--- src/rtl/sys_bridge_mc.sv ---
// Registered CPU-to-slave bridge with req/ack handshake, wait-state timeout,
// word-only write enforcement and a one-cycle interrupt-acknowledge strobe.
module sys_bridge_mc #(
    parameter int                 NSLV         = 3,
    parameter logic [NSLV*32-1:0] SLV_BASE     = {32'h7F10, 32'h7F00, 32'h0000},
    parameter logic [NSLV*32-1:0] SLV_LIMIT    = {32'h7F1B, 32'h7F0B, 32'h2FFF},
    parameter logic [NSLV-1:0]    SLV_WORDONLY = 3'b110,
    parameter logic [31:0]        INT_BASE     = 32'h7F20,
    parameter int                 TIMEOUT      = 16,
    parameter logic [31:0]        ERR_CODE     = 32'h7FFF_FFFF
) (
    input  logic                 clk,
    input  logic                 reset,
    input  logic                 cpu_req,
    input  logic [31:0]          cpu_addr,
    input  logic [31:0]          cpu_wdata,
    input  logic [3:0]           cpu_byteen,
    output logic [31:0]          cpu_rdata,
    output logic                 cpu_ready,
    output logic                 cpu_err,
    output logic [NSLV-1:0]      s_sel,
    output logic [31:0]          s_addr,
    output logic [31:0]          s_wdata,
    output logic [3:0]           s_byteen,
    input  logic [NSLV-1:0]      s_ack,
    input  logic [NSLV*32-1:0]   s_rdata,
    output logic [31:0]          m_int_addr,
    output logic [3:0]           m_int_byteen
);

    // state  | meaning
    // IDLE   | waiting for cpu_req, decode happens here
    // ACCESS | slave selected, waiting for ack or timeout
    // RESP   | cpu_ready pulse, response data valid
    typedef enum logic [1:0] {IDLE, ACCESS, RESP} bridgeState;

    bridgeState      state;
    logic [15:0]     waitCnt;
    logic [NSLV-1:0] hitVec;
    logic            hitWordOnly;
    logic            hitInt;
    logic            wordViolation;
    logic            ackSel;
    logic [31:0]     rdataSel;

    // Descending scan so the lowest matching slot is the one left standing.
    always_comb begin
        hitVec      = '0;
        hitWordOnly = 1'b0;
        for (int i = NSLV - 1; i >= 0; i--) begin
            if (cpu_addr >= SLV_BASE[32*i +: 32] && cpu_addr <= SLV_LIMIT[32*i +: 32]) begin
                hitVec      = '0;
                hitVec[i]   = 1'b1;
                hitWordOnly = SLV_WORDONLY[i];
            end
        end
    end

    assign hitInt        = (cpu_addr >= INT_BASE) && (cpu_addr <= INT_BASE + 32'd3);
    assign wordViolation = hitWordOnly && (cpu_byteen != 4'b0000) && (cpu_byteen != 4'b1111);
    assign ackSel        = |(s_ack & s_sel);

    always_comb begin
        rdataSel = '0;
        for (int i = 0; i < NSLV; i++) begin
            if (s_sel[i]) rdataSel = s_rdata[32*i +: 32];
        end
    end

    always_ff @(posedge clk or negedge reset) begin
        if (!reset) begin
            state        <= IDLE;
            waitCnt      <= '0;
            s_sel        <= '0;
            s_addr       <= '0;
            s_wdata      <= '0;
            s_byteen     <= '0;
            cpu_rdata    <= '0;
            cpu_ready    <= 1'b0;
            cpu_err      <= 1'b0;
            m_int_addr   <= '0;
            m_int_byteen <= '0;
        end else begin
            cpu_ready    <= 1'b0;
            m_int_addr   <= '0;
            m_int_byteen <= '0;
            case (state)
                IDLE: begin
                    if (cpu_req) begin
                        if (|hitVec && !wordViolation) begin
                            s_sel    <= hitVec;
                            s_addr   <= hitWordOnly ? {cpu_addr[31:2], 2'b00} : cpu_addr;
                            s_wdata  <= cpu_wdata;
                            s_byteen <= cpu_byteen;
                            waitCnt  <= '0;
                            state    <= ACCESS;
                        end else if (!(|hitVec) && hitInt) begin
                            m_int_addr   <= cpu_addr;
                            m_int_byteen <= cpu_byteen;
                            cpu_rdata    <= '0;
                            cpu_err      <= 1'b0;
                            cpu_ready    <= 1'b1;
                            state        <= RESP;
                        end else begin
                            cpu_rdata <= ERR_CODE;
                            cpu_err   <= 1'b1;
                            cpu_ready <= 1'b1;
                            state     <= RESP;
                        end
                    end
                end
                ACCESS: begin
                    if (ackSel) begin
                        s_sel     <= '0;
                        cpu_rdata <= (s_byteen == 4'b0000) ? rdataSel : 32'h0;
                        cpu_err   <= 1'b0;
                        cpu_ready <= 1'b1;
                        state     <= RESP;
                    end else if (waitCnt == 16'(TIMEOUT - 1)) begin
                        s_sel     <= '0;
                        cpu_rdata <= ERR_CODE;
                        cpu_err   <= 1'b1;
                        cpu_ready <= 1'b1;
                        state     <= RESP;
                    end else begin
                        waitCnt <= waitCnt + 16'd1;
                    end
                end
                RESP:    state <= IDLE;
                default: state <= IDLE;
            endcase
        end
    end

endmodule

--- config.mk ---
export PLATFORM = sky130hd
export DESIGN_NAME = sys_bridge_mc
export DESIGN_NICKNAME = d
export VERILOG_FILES = /design/src/rtl/sys_bridge_mc.sv
export SDC_FILE = /design/constraint.sdc
export NUM_CORES = 1
export LEC_CHECK = 0
export ABC_AREA = 1
export CORE_ASPECT_RATIO = 0.7
export CORE_MARGIN = 1.5
export CORE_UTILIZATION = 40
export CTS_CLUSTER_SIZE = 30
export DETAILED_ROUTE_END_ITERATION = 6
export PLACE_DENSITY_LB_ADDON = 0.12
export RECOVER_POWER = 100
export SETUP_SLACK_MARGIN = 0.5
export SYNTH_ARGS = -nofsm -noshare
export SYNTH_HDL_FRONTEND = slang
export SYNTH_SLANG_ARGS = --single-unit
--- constraint.sdc ---
create_clock -name clk -period 1.6 [get_ports clk]
set_input_delay 0.16 -clock clk [delete_from_list [all_inputs] [get_ports clk]]
set_output_delay 0.16 -clock clk [all_outputs]
set_load 0.05 [all_outputs]
==> results.md <==
- The setup slack of the critical path after layout is -0.229 ns.
- TritonCTS built the clock tree.
- The final reports fail on setup timing.
- Setup repair after global routing could not meet its margin everywhere.
- The final setup TNS is -14.43 ns.
- Routability-driven placement finished with a final weighted congestion of 0.881.
- The total die area is 0.0207 mm2.
- The via total after detailed routing is 9,304.
- VDD sags by at most 0.000739 V.
- The headroom to the max-slew limit is 46.1%.
- The standby leakage power is 7.36 nW.
- In this run, synthesis produced a sequential element count of 159.
- The predominant post-synthesis flop cell is sky130_fd_sc_hd__dfrtp_1.
- The clock-pin slew reported for the worst setup and hold paths after clock tree synthesis is 0.08 ns.
- The library cell with the largest summed area after synthesis is sky130_fd_sc_hd__dfrtp_1.
- The async set-reset flop share out of synthesis is 100%.
- STA puts the critical path data required time at 1.91 ns.
- The detailed router finished its first iteration with 786 violations.
- By area the synthesized netlist is led by sky130_fd_sc_hd__dfrtp_1 50%, sky130_fd_sc_hd__nand2_1 24%, sky130_fd_sc_hd__o21ai_0 4.0%.
- The number of vias per cell is 4.93.
- The post-synthesis instance area is 0.00792 mm2.
- The core area is 0.0191 mm2.
- Of the total power, combinational logic draws 36.2%.
- The mean routed wirelength per cell is 17.5 um.
- The average cell area after synthesis is 7.33 um2.
- The global routing usage summed across all routing layers is 27.9%.
- Max-cap violations in this run came to 0.
- For this block, the routed nets add up to 33,000 um of wire.
- For this run the aggregate overflow at the end of global routing stands at 0.
- The worst setup path is of the flop to flop kind.
- The via count of the first global-routing pass was 8,233.
- The count of filler cells inserted in the layout is 1,418.
- At the placement stage, the worst setup path has a slack of -0.579 ns.
- The wire length of the first global-routing pass is 44,400 um.
- The detailed-router iteration count before antenna repair is 6.
- The power density of the placed cells is 970 mW/mm2.
- Overall power consumption after layout is estimated at 14.3 mW.
- CTS saw 159 sinks.
- The DRC violations left is 0.
- The run finished, with violations left.
- The share of the Yosys chip area taken by registers is 50.2%.
- The period utilization is 114%.
- The maximum clock frequency is 547 MHz.
- The analysis attributes to net switching a power of 5.68 mW.
- The floorplan row count is 42.
- The depth of the CTS H-tree is 4.
- The later pin in the worst-skew pair is clocked with a latency of 0.44 ns.
- The cell count after synthesis came out at 1,081.
- The number of I/O port buffers is 310.
- The post-synthesis cell type count is 34.
- The clock network power share is 30.3%.
- The relative area change from synthesis to final layout is 86.2%.
- The sum of net half-perimeters after detailed placement is 18,400 um.
- The source of the worst register-to-register timing path is waitCnt[1].
- The width of the chip is 171 um.
- In this run the count of I/O pins placed on the die edge is 311.
- The critical path arrival is 2.14 ns.
- The power share of the sequential group is 33.4%.
- The initial antenna violation count is 2.
- The critical path launch point type is a flop.
- The starting density of the core is 41.4%.
- The longest clock path from root to sink contains 2 buffers.
- The cell chosen for the clock root is sky130_fd_sc_hd__clkbuf_16.
- The final hold violation count is 0.
- From bottom edge to top edge, the die measures 121 um.
- The endpoint of the lowest-slack register-to-register path is waitCnt[4].
- The min-delay analysis places its worst path in the category primary input to flop.
- The nature of the critical path endpoint is a flop.
- The multi-input gate area in the final layout is 0.00429 mm2.
- The worst clock skew is 0.0153 ns.
- The logic depth of the worst register-to-register path is 13.
- The most critical setup path has its startpoint at waitCnt[1].
- The flop-to-flop setup slack is -0.23 ns.
- Across the whole layout, storage elements account for 0.00399 mm2.
- Summed over its instances, the top area cell type makes up 50.2% of the synthesized netlist area.
- For this run, the post-layout net count is 1,779.
- The final period demand of the worst path is 1.83 ns.
- For this run, the number of Yosys warnings is 0.
- For the pin with the worst max-slew slack, the measured transition is 0.808 ns.
- Of the cells placed in the final design, the portion with a size suffix greater than 1 is 37.4%.
- The maximum number of pins on one net before global-route repair is 59.
- The number of antenna-violating nets in the routed design is 0.
- The number of CTS-inserted buffers is 17.
- The highest net fanout along the worst path is 16.
- Yosys mapped a number of flops with a built-in enable equal to 0.
- The internal power component is 8.63 mW.
- Following the worst setup path forward leads to its endpoint at waitCnt[4].
- The number of pins with negative max-slew slack in the final report came to 0.
- Setup violations remaining at the end of the flow were counted as 123.
- The switching fraction of total power is 39.7%.
-- cell type report --
cell class                      count  area share, %
Multi-Input combinational cell    798           29.1
Antenna cell                        1         0.0170
Clock buffer                       17           2.88
Timing Repair Buffer              545           35.0
Sequential cell                   159           27.0
Tap cell                          264           2.24
Clock inverter                     15           1.45
Inverter                           87           2.22
-- power by group through the flow --
stage          Clock (mW)  Sequential [mW]  Combinational (mW)
6_report             4.34             4.78                5.18
5_1_grt              4.55             4.81                5.47
4_1_cts              4.38             4.78                4.82
3_5_place_dp            0             4.86                4.39
3_3_place_gp            0             4.86                4.35
2_1_floorplan           0             6.32                1.06
-- sequential cells by signal (all words and copies together) (netlist names) --
name / cells
s_byteen: 4
cpu_err: 1
s_wdata: 32
m_int_addr: 32
cpu_ready: 1
cpu_rdata: 32
waitCnt: 16
s_addr: 32
m_int_byteen: 4
s_sel: 3
state: 2
-- layout by cell type (no fill, tap or decap), types with 14 or more instances in the layout --
cell,n
sky130_fd_sc_hd__nand3_1,55
sky130_fd_sc_hd__inv_2,23
sky130_fd_sc_hd__o21ai_1,18
sky130_fd_sc_hd__clkbuf_2,120
sky130_fd_sc_hd__o21ai_2,39
sky130_fd_sc_hd__nand2_4,50
sky130_fd_sc_hd__nand2_1,433
sky130_fd_sc_hd__dfrtp_1,150
sky130_fd_sc_hd__inv_1,63
sky130_fd_sc_hd__clkdlybuf4s50_1,135
sky130_fd_sc_hd__buf_6,35
sky130_fd_sc_hd__clkbuf_16,24
sky130_fd_sc_hd__buf_16,20
sky130_fd_sc_hd__o21ai_0,28
sky130_fd_sc_hd__buf_12,28
sky130_fd_sc_hd__nand2_2,35
sky130_fd_sc_hd__buf_4,158
sky130_fd_sc_hd__clkbuf_1,14
sky130_fd_sc_hd__conb_1,22
sky130_fd_sc_hd__nor2_1,43
-- routing by layer --
layer  vias up  global-route usage, %  wire (um)
li1       4402                      -          -
met1      4406                   38.5      13400
met2       428                   44.2      16100
met3        66                   6.22       2620
met4         2                   7.46        811
met5         -                      0         13
-- cells in the mapped netlist (4+ instances only) --
master,instances
sky130_fd_sc_hd__inv_1,83
sky130_fd_sc_hd__buf_6,5
sky130_fd_sc_hd__buf_4,4
sky130_fd_sc_hd__xor2_1,8
sky130_fd_sc_hd__nor3_1,22
sky130_fd_sc_hd__nand2_1,515
sky130_fd_sc_hd__dfrtp_1,159
sky130_fd_sc_hd__o21ai_1,20
sky130_fd_sc_hd__buf_2,10
sky130_fd_sc_hd__nand3_1,61
sky130_fd_sc_hd__nor2_1,51
sky130_fd_sc_hd__o21ai_0,64
sky130_fd_sc_hd__clkbuf_1,36
sky130_fd_sc_hd__nand4_1,4
-- critical path, stage by stage, from the launching register on --
cell and delay [ns]:
sky130_fd_sc_hd__dfrtp_1 0.40, sky130_fd_sc_hd__ha_2 0.20, sky130_fd_sc_hd__nand2_2 0.07, sky130_fd_sc_hd__inv_2 0.05, sky130_fd_sc_hd__nand2_4 0.07, sky130_fd_sc_hd__nor2_4 0.04, sky130_fd_sc_hd__nand2_2 0.09, sky130_fd_sc_hd__nand3_4 0.08
sky130_fd_sc_hd__buf_4 0.14, sky130_fd_sc_hd__buf_6 0.11, sky130_fd_sc_hd__buf_12 0.12, sky130_fd_sc_hd__buf_12 0.14, sky130_fd_sc_hd__nand3_1 0.11, sky130_fd_sc_hd__nand2_1 0.07
-- repair_timing --
item,CTS,global route
gates resized for setup,268,278
hold buffers,1,0
setup buffers,41,74
setup endpoints to repair,278,278
gates cloned,20,7
endpoints found under the hold margin,159,0
pin swaps,33,71
-- worst min path at each step --
| stage | startpoint | endpoint | depth (start not counted) |
|---|---|---|---|
| detailed placement | reset | s_wdata[28] | 1 |
| global placement | reset | s_wdata[28] | 1 |
| floorplan | reset | cpu_err | 0 |
| CTS | cpu_addr[11] | m_int_addr[11] | 3 |
| global route | cpu_addr[2] | s_addr[2] | 3 |
| finish | cpu_addr[2] | s_addr[2] | 3 |
-- metrics by stage --
step	utilization, %	cells	instance area [um2]	hold slack, ns
finish	77.1	1886	14800	0.0409
global route	77.1	1885	14800	0.0467
CTS	73.0	1804	14000	0.106
detailed placement	61.5	1710	11800	0.0583
global placement	61.5	1710	11800	0.0604
floorplan	-	1102	8060	-0.136
-- kinds of logic after synthesis --
group,share of synthesized area (%)
compound gates,5.94
xor+xnor,1.22
fa+ha+maj,0.158
buf+inv,7.69
flops,50.2
other cells,0.0473
simple gates,34.7
Power figures use the tool's default switching activity.
